===== src/rtl/conv_pkg.sv =====
// rtl/conv_pkg.sv - shared state type and address-width helpers for the convolution sequencer
package conv_pkg;

    typedef enum logic [2:0] {
        IDLE,
        INIT,
        MAC,
        DRAIN,
        WRITE,
        DONE
    } state_e;

    localparam int CNT_W = 4;

    // Never returns zero so single-entry memories still get a 1-bit address.
    function automatic int addr_w(input int entries);
        return (entries > 1) ? $clog2(entries) : 1;
    endfunction

    function automatic int img_aw(input int img_dim);
        return addr_w(img_dim * img_dim);
    endfunction

    function automatic int ker_aw(input int ker_dim);
        return addr_w(ker_dim * ker_dim);
    endfunction

    function automatic int out_aw(input int img_dim, input int ker_dim);
        return addr_w((img_dim - ker_dim + 1) * (img_dim - ker_dim + 1));
    endfunction

endpackage


===== src/rtl/conv_ctrl_if.sv =====
// rtl/conv_ctrl_if.sv - start/status and memory-strobe bundle between conv_ctrl and its datapath
interface conv_ctrl_if
    import conv_pkg::*;
#(
    parameter int IMG_DIM = 8,
    parameter int KER_DIM = 3
) ();

    localparam int IMG_AW = img_aw(IMG_DIM);
    localparam int KER_AW = ker_aw(KER_DIM);
    localparam int OUT_AW = out_aw(IMG_DIM, KER_DIM);

    logic              start;
    logic              busy;
    logic              done;
    logic [IMG_AW-1:0] img_addr;
    logic [KER_AW-1:0] ker_addr;
    logic              rd_vld;
    logic              acc_clr;
    logic              acc_en;
    logic              out_wr;
    logic [OUT_AW-1:0] out_addr;

    modport master (
        input  start,
        output busy, done, img_addr, ker_addr, rd_vld,
        output acc_clr, acc_en, out_wr, out_addr
    );

    modport slave (
        output start,
        input  busy, done, img_addr, ker_addr, rd_vld,
        input  acc_clr, acc_en, out_wr, out_addr
    );

endinterface


===== src/rtl/conv_loop_counter.sv =====
// rtl/conv_loop_counter.sv - bounded loop index with terminal-count flag for carry chaining
module conv_loop_counter #(
    parameter int LIMIT = 2
) (
    input  logic       clk,
    input  logic       rst,
    input  logic       clr,
    input  logic       en,
    output logic [3:0] cnt,
    output logic       tc
);

    logic [3:0] cnt_q;
    logic [3:0] cnt_d;

    assign tc  = (cnt_q == 4'(LIMIT - 1));
    assign cnt = cnt_q;

    always_comb begin
        cnt_d = cnt_q;
        if (clr) begin
            cnt_d = '0;
        end else if (en) begin
            cnt_d = tc ? 4'd0 : cnt_q + 4'd1;
        end
    end

    always_ff @(posedge clk) begin
        if (!rst) begin
            cnt_q <= '0;
        end else begin
            cnt_q <= cnt_d;
        end
    end

endmodule


===== src/rtl/conv_ctrl.sv =====
// rtl/conv_ctrl.sv - loop-nest sequencer for one 2-D valid convolution
module conv_ctrl
    import conv_pkg::*;
#(
    parameter int IMG_DIM = 8,
    parameter int KER_DIM = 3
) (
    input  logic            clk,
    input  logic            rst,
    conv_ctrl_if.master     bus
);

    localparam int OUT_DIM = IMG_DIM - KER_DIM + 1;
    localparam int IMG_AW  = img_aw(IMG_DIM);
    localparam int KER_AW  = ker_aw(KER_DIM);
    localparam int OUT_AW  = out_aw(IMG_DIM, KER_DIM);

    state_e state_q, state_d;
    logic   acc_en_q, acc_en_d;

    logic [3:0] kc, kr, oc, orow;
    logic       kc_tc, kr_tc, oc_tc, or_tc;
    logic       ker_clr, out_clr, kc_en, oc_en;

    always_comb begin
        state_d = state_q;
        ker_clr = 1'b0;
        out_clr = 1'b0;
        kc_en   = 1'b0;
        oc_en   = 1'b0;
        unique case (state_q)
            IDLE:  if (bus.start) state_d = INIT;
            INIT: begin
                ker_clr = 1'b1;
                out_clr = 1'b1;
                state_d = MAC;
            end
            MAC: begin
                kc_en = 1'b1;
                if (kc_tc && kr_tc) state_d = DRAIN;
            end
            DRAIN: state_d = WRITE;
            // Kernel counters already wrapped on the last tap; clearing again keeps MAC entry exact.
            WRITE: begin
                oc_en   = 1'b1;
                ker_clr = 1'b1;
                state_d = (oc_tc && or_tc) ? DONE : MAC;
            end
            DONE:  state_d = IDLE;
            default: state_d = IDLE;
        endcase
    end

    assign acc_en_d = (state_q == MAC);

    always_ff @(posedge clk) begin
        if (!rst) begin
            state_q  <= IDLE;
            acc_en_q <= 1'b0;
        end else begin
            state_q  <= state_d;
            acc_en_q <= acc_en_d;
        end
    end

    conv_loop_counter #(.LIMIT(KER_DIM)) u_kc (
        .clk(clk), .rst(rst), .clr(ker_clr), .en(kc_en),          .cnt(kc),   .tc(kc_tc)
    );
    conv_loop_counter #(.LIMIT(KER_DIM)) u_kr (
        .clk(clk), .rst(rst), .clr(ker_clr), .en(kc_en && kc_tc), .cnt(kr),   .tc(kr_tc)
    );
    conv_loop_counter #(.LIMIT(OUT_DIM)) u_oc (
        .clk(clk), .rst(rst), .clr(out_clr), .en(oc_en),          .cnt(oc),   .tc(oc_tc)
    );
    conv_loop_counter #(.LIMIT(OUT_DIM)) u_or (
        .clk(clk), .rst(rst), .clr(out_clr), .en(oc_en && oc_tc), .cnt(orow), .tc(or_tc)
    );

    logic [IMG_AW-1:0] img_lin;
    logic [KER_AW-1:0] ker_lin;
    logic [OUT_AW-1:0] out_lin;

    // All sums stay below the memory size, so each address width holds them without wrap.
    assign img_lin = (IMG_AW'(orow) + IMG_AW'(kr)) * IMG_AW'(IMG_DIM) + IMG_AW'(oc) + IMG_AW'(kc);
    assign ker_lin = KER_AW'(kr) * KER_AW'(KER_DIM) + KER_AW'(kc);
    assign out_lin = OUT_AW'(orow) * OUT_AW'(OUT_DIM) + OUT_AW'(oc);

    assign bus.busy     = (state_q != IDLE);
    assign bus.done     = (state_q == DONE);
    assign bus.rd_vld   = (state_q == MAC);
    assign bus.acc_clr  = (state_q == INIT) || (state_q == WRITE);
    assign bus.acc_en   = acc_en_q;
    assign bus.out_wr   = (state_q == WRITE);
    assign bus.img_addr = (state_q == MAC)   ? img_lin : '0;
    assign bus.ker_addr = (state_q == MAC)   ? ker_lin : '0;
    assign bus.out_addr = (state_q == WRITE) ? out_lin : '0;

endmodule


===== src/flat_wrapper.sv =====
// flat-port wrapper written by rule: the top's interface ports become plain ports
module conv_ctrl_flat import conv_pkg::*;
#(
    parameter int IMG_DIM = 8,
    parameter int KER_DIM = 3
)
  (clk, rst, bus_start, bus_busy, bus_done, bus_img_addr, bus_ker_addr, bus_rd_vld, bus_acc_clr, bus_acc_en, bus_out_wr, bus_out_addr);
  conv_ctrl_if #(.IMG_DIM(IMG_DIM), .KER_DIM(KER_DIM)) bus_i ();
  input  logic clk;
  input  logic rst;
  input wire logic [$bits(bus_i.start)-1:0] bus_start;
  output wire logic [$bits(bus_i.busy)-1:0] bus_busy;
  output wire logic [$bits(bus_i.done)-1:0] bus_done;
  output wire logic [$bits(bus_i.img_addr)-1:0] bus_img_addr;
  output wire logic [$bits(bus_i.ker_addr)-1:0] bus_ker_addr;
  output wire logic [$bits(bus_i.rd_vld)-1:0] bus_rd_vld;
  output wire logic [$bits(bus_i.acc_clr)-1:0] bus_acc_clr;
  output wire logic [$bits(bus_i.acc_en)-1:0] bus_acc_en;
  output wire logic [$bits(bus_i.out_wr)-1:0] bus_out_wr;
  output wire logic [$bits(bus_i.out_addr)-1:0] bus_out_addr;
  assign bus_i.start = bus_start;
  assign bus_busy = bus_i.busy;
  assign bus_done = bus_i.done;
  assign bus_img_addr = bus_i.img_addr;
  assign bus_ker_addr = bus_i.ker_addr;
  assign bus_rd_vld = bus_i.rd_vld;
  assign bus_acc_clr = bus_i.acc_clr;
  assign bus_acc_en = bus_i.acc_en;
  assign bus_out_wr = bus_i.out_wr;
  assign bus_out_addr = bus_i.out_addr;
  conv_ctrl #(.IMG_DIM(IMG_DIM), .KER_DIM(KER_DIM)) u_core (.clk(clk), .rst(rst), .bus(bus_i));
endmodule

===== config.mk =====
export PLATFORM = sky130hd
export DESIGN_NAME = conv_ctrl_flat
export DESIGN_NICKNAME = d
export VERILOG_FILES = /design/src/rtl/conv_pkg.sv /design/src/rtl/conv_ctrl_if.sv /design/src/rtl/conv_loop_counter.sv /design/src/rtl/conv_ctrl.sv /design/src/flat_wrapper.sv
export SDC_FILE = /design/constraint.sdc
export NUM_CORES = 1
export LEC_CHECK = 0
export CAP_MARGIN = 20
export CORE_UTILIZATION = 51
export CTS_BUF_LIST = sky130_fd_sc_hd__clkbuf_8
export DETAILED_ROUTE_END_ITERATION = 8
export MAX_ROUTING_LAYER = met4
export PLACE_DENSITY = 0.79
export SLEW_MARGIN = 25
export SYNTH_ARGS = -nofsm -noshare
export SYNTH_HDL_FRONTEND = slang
export SYNTH_SLANG_ARGS = --single-unit

===== constraint.sdc =====
create_clock -name clk -period 2.55 [get_ports clk]
set_clock_uncertainty 0.15 [all_clocks]
set_input_delay 0.3825 -clock clk [delete_from_list [all_inputs] [get_ports clk]]
set_output_delay 0.3825 -clock clk [all_outputs]
set_load 0.01 [all_outputs]

# Word level (Yosys, flattened, before mapping)
# Index checks and enable logic that the tools add are counted.
# op_classes
add_sub_neg	9
n_mul	2
eq_ne	11
muxes	15
bitwise	1
reduce_logical	11
# ops
operator	count
two-way mux 4 bit	5
adder 6 x 4 -> 6 bit	3
adder 4 x 1 -> 4 bit, second input constant	4
one-hot mux 3 bit (5 select lines)	1
two-way mux 6 bit	2
two-way mux 3 bit	3
== test 4 x 2 -> 1 bit, second input constant	2
== test 4 x 3 -> 1 bit, second input constant	2
== test 3 x 2 -> 1 bit, second input constant	2
== test 3 bit, second input constant	2
OR reduction 2 bit	3
multiplier 4 x 2 -> 5 bit, second input constant	1
adder 4 bit	1
logical AND 1 bit	4
multiplier 4 x 2 -> 4 bit, second input constant	1
two-way mux 1 bit	4
adder 3 bit	1
== test 3 x 1 -> 1 bit, second input constant	1
zero test 3 bit	1
nonzero test 3 bit	1
!= test 2 x 1 -> 1 bit, second input constant	1
!= test 2 bit, second input constant	1
AND reduction 2 bit	1
logical OR 1 bit	1
NOT 1 bit	1
# word_totals
reg_bits	20
output_inout_bits	22

# Depth between registers and ports, before layout
# depth
word_depth	4
mapped_depth	8
ltp_nobuf	8

# By module
# A second synthesis with hierarchy kept.
# hier_totals
hier_cells	193
area_unflattened_um2	1700.4
# modules_own_cells
module	instances	cells_per_inst	area_per_inst_um2	seq_area_each_um2
conv_ctrl	1	113	934.6	80.1
conv_loop_counter at u_core.u_kc ...	2	19	200.2	80.1
conv_loop_counter at u_core.u_oc ...	2	21	182.7	80.1

# Least setup slack after synthesis
# OpenSTA, ideal clock, no wires.
# synth_timing
path_type	flip-flop to output port
start	register u_core.u_or.cnt_q[0], in the netlist u_core.u_or.cnt[0]
end	output port bus_out_addr[5]
arrival_ns	2.073
required_ns	2.017
setup_slack_ns	-0.056
stages_incl_launch_ff	8
path_cell_list	dfxtp_1 > ha_1 > fa_1 > ha_1 > nand2b_1 > a21oi_1 > xnor3_1 > nor2_1
# synth_via
elab_chain_cells	3
# synth_rtl
element	line	source
from (decl)	conv_loop_counter.sv:13	logic [3:0] cnt_q;
from (signal assigned)	conv_loop_counter.sv:32	cnt_q <= cnt_d;
multiplier 4 x 2 -> 5 bit	conv_ctrl.sv:86	assign out_lin = OUT_AW'(orow) * OUT_AW'(OUT_DIM) + OUT_AW'(oc);
adder 6 x 4 -> 6 bit	conv_ctrl.sv:86	
two-way mux 6 bit	conv_ctrl.sv:96	assign bus.out_addr = (state_q == WRITE) ? out_lin : '0;
to (decl)	flat_wrapper.sv:20	output wire logic [$bits(bus_i.out_addr)-1:0] bus_out_addr;
# No other way between the ends.

# Final worst setup path
# layout_timing
start	register u_core.u_kr.cnt_q[0], in the netlist u_core.u_kr.cnt[0]
end	output port bus_img_addr[4]
# layout_via
elab_chain_cells	4
# layout_rtl
element	line	source
from (decl)	conv_loop_counter.sv:13	
from (signal assigned)	conv_loop_counter.sv:32	
adder 3 bit	conv_ctrl.sv:84	assign img_lin = (IMG_AW'(orow) + IMG_AW'(kr)) * IMG_AW'(IMG_DIM) + IMG_AW'(oc) + IMG_AW'(kc);
adder 6 x 4 -> 6 bit (2 in series)	conv_ctrl.sv:84	
two-way mux 6 bit	conv_ctrl.sv:94	assign bus.img_addr = (state_q == MAC) ? img_lin : '0;
to (decl)	flat_wrapper.sv:14	output wire logic [$bits(bus_i.img_addr)-1:0] bus_img_addr;
# No other way between the ends.

==> metrics.md <==
| Metric | Value |
|---|---|
| CP required | 2020 ps |
| Ratio of cells with drive above 1 in the final layout | 0.297 |
| # clock sinks | 20 |
| Max H-tree Level | 1 |
| Filler cells | 219 |
| Final setup violation count | 8 |
| Worst path most repeated cell | ha_4 |
| DRC viols | 0 |
| Die area | 3600 um^2 |
| RD Place Congestion | 0.868 |
| Warnings, synthesis | 0 |
| Worst min-delay path category | reg -> reg |
| EDFF count, synth | 0 |
| First-pass GRT wire length | 7240 um |
| Fin crit period | 2810 ps |
| Initial Util | 0.548 |
| Clk_lat worst skew | 260 ps |
| Layout area overhead | 35.3% |
| Finished Layout Cells | 280 |
| Cell Rows | 20 |
| Routed wire length | 4980 um |
| Least-Margin Pin Slew | 638 ps |
| Hold-fix buffers, CTS | 0 |
| Pin count of the biggest net entering global routing | 15 |
| Nets | 270 |
| Drt first pass iters | 5 |
| Total power | 0.726 mW |
| Pwr/cell area | 313 nW/um^2 |
| Root Buffer | clkbuf_8 |
| Clock Path Buffers | 2 |
| Worst slew margin | 0.572 |
| Slew Viols, Final | 0 |
| Critical path class | reg -> out |
| Routed len/inst | 17.8 um |
| Leak Pwr | 1.01 nW |
| Antenna viol nets, final | 0 |
| CTS Buf Count | 3 |
| Initial antenna violation count | 0 |
| Main flop type after synthesis | dfxtp_1 |
| Routed via count | 1570 |
| Worst EP arrival | 2280 ps |
| Worst path slowest cell | fa_1 |
| Cell variety after synth | 40 |
| CTS tree | done |
| Die H | 60.0 um |
| Die W | 60.0 um |
| Final setup margin | -261 ps |
| Max Cap Viol | 0 |
| Max IR drop VDD | 0.198 mV |
| Via density | 5.61 |
| Fin crit share | 1.10 |
| Synth Register Bits | 20 |
| Worst slack at placement | -468 ps |
| Failing checks | negative setup slack |
| Cell count after synthesis | 192 |
| Post-Syn Area | 1720 um^2 |
| Max FO, Critical Path | 3 |
| Total GRT Usage | 0.286 |
| IO Count | 25 |
| Outcome | finished, violations left |
| Crit-path cells | ha_4 > fa_1 > ha_4 > buf_6 > a21oi_4 > xor2_1 > nor2_1 > buf_2 |
| Final hold violations | 0 |
| Worst path max stage delay | 550 ps |
| Ys async rst share | 0 |
| Count of input and output buffers | 24 |
| Post-DP HPWL | 3010 um |
| Congestion Overflow GR | 0 |
| Vias in the first global route | 1579 |
| Clock transition at path regs | 80 ps |
| Diodes inserted | 0 |
| 1st-iter DRT viols | 79 |
| Max Fclk | 356 MHz |
| Area occupied by multi-input gates | 1330 um^2 |
| Flip-flop and latch area | 422 um^2 |
| Synthesized Nets | 225 |
| Mean Syn Cell Area | 8.93 um^2 |
| Startpoint Class | flop |
| CORE AREA | 3130 um^2 |
| Crit. End Element | output pin |
| Placed cells | 274 |
| Unrepaired setup endpoints after global routing | yes |
| Sequential area share after synthesis | 0.233 |
## cells by family after synthesis
logic type,count (synthesis),share of synthesized area
XOR/XNOR,20,0.110
AO/OA/AOI/OAI,31,0.108
buffers and inverters,26,0.0722
flip-flops,20,0.233
AND/OR/NAND/NOR,64,0.217
multiplexers,1,0.00584
adder cells (fa/ha/maj),30,0.254
## Yosys cell counts (all sizes together), types with 2 or more instances
| library cell | count | area, um^2 |
|---|---|---|
| nor2 | 23 | 86.3 |
| ha | 22 | 275 |
| dfxtp | 20 | 400 |
| inv | 18 | 67.6 |
| a21oi | 17 | 85.1 |
| xnor2 | 12 | 105 |
| and2 | 9 | 56.3 |
| fa | 8 | 160 |
| xor2 | 7 | 61.3 |
| buf | 5 | 40.0 |
| nand2 | 5 | 26.3 |
| nand2b | 5 | 31.3 |
| o21ai | 4 | 20.0 |
| a21o | 3 | 22.5 |
| nand3 | 3 | 15.0 |
| nor3 | 3 | 15.0 |
| or3 | 3 | 18.8 |
| a311oi | 2 | 17.5 |
| clkbuf | 2 | 7.51 |
| nand4 | 2 | 12.5 |
| nor3b | 2 | 20.0 |
| nor4 | 2 | 12.5 |
| o21bai | 2 | 15.0 |
| or3b | 2 | 17.5 |
## metrics by stage
stage / hold slack (ps) / instance area, um^2 / util / TNS [ps]
floorplan: 300 / 1720 / - / -16.6
finish: 339 / 2320 / 0.742 / -1430
CTS: 331 / 2290 / 0.732 / -1180
global route: 358 / 2320 / 0.742 / -1930
global placement: 315 / 2130 / 0.680 / -2420
detailed placement: 321 / 2130 / 0.680 / -2700
## area by class of cell
type,count,share of cell area
multi-input combinational,146,0.575
tap,44,0.0237
sequential,20,0.182
clock buffer,4,0.0237
inverter,19,0.0329
timing repair buffer,47,0.163
## where the power goes
group	switching, mW	internal (mW)
clock network	0.108	0.137
logic	0.0789	0.0667
registers	0.0151	0.320
total	0.202	0.524
## what timing repair did
action,4_1_cts,5_1_grt
resized for setup,61,14
pin swaps,15,5
buffers inserted,2,0
endpoints found under the setup margin,12,13
## placed cells by master (no fill, tap or decap), types with 3 or more instances in the layout
cell / instances
nor2_1: 21
buf_4: 20
inv_1: 17
ha_1: 15
a21oi_1: 13
clkdlybuf4s50_1: 13
dfxtp_1: 11
xnor2_1: 10
and2_1: 9
buf_2: 8
xor2_1: 7
fa_1: 6
ha_4: 6
dfxtp_2: 5
nand2b_1: 4
nand2_1: 4
clkbuf_8: 4
dfxtp_4: 4
or3_1: 3
a21o_1: 3
o21ai_0: 3
nand3_1: 3
nor3_1: 3
buf_6: 3
## worst max-delay path, delay by kind of cell, from the launching register on
kind | cells | cell delay [ps]
AO/OA/AOI/OAI | 1 | 160
XOR/XNOR | 1 | 150
adder cells (fa/ha/maj) | 3 | 1010
buffers and inverters | 2 | 260
flip-flops | 1 | 370
AND/OR/NAND/NOR | 1 | 60
## state kept, by name (all words and copies together) (netlist names)
register,count
u_core.u_or.cnt,4
u_core.u_kr.cnt,4
u_core.state_q,3
u_core.u_oc.cnt,4
u_core.bus.acc_en,1
u_core.u_kc.cnt,4
## routing by layer
layer | track usage | part of all wire
met4 | 0.110 | 0.022
met1 | 0.344 | 0.41
met5 | - | 0
met3 | 0.0368 | 0.048
met2 | 0.484 | 0.52
## worst paths after layout
kind / startpoint / to / slack (ps) / depth (start not counted)
min reg2reg: u_core.u_kr.cnt[3] / u_core.u_kr.cnt[3] / 340 / 2
max: u_core.u_kr.cnt[0] / bus_img_addr[4] / -260 / 8
min: u_core.u_kr.cnt[3] / u_core.u_kr.cnt[3] / 340 / 2
max reg2reg: u_core.state_q[1] / u_core.u_or.cnt[1] / 590 / 5
No activity file was read; power rests on OpenSTA's default activity.
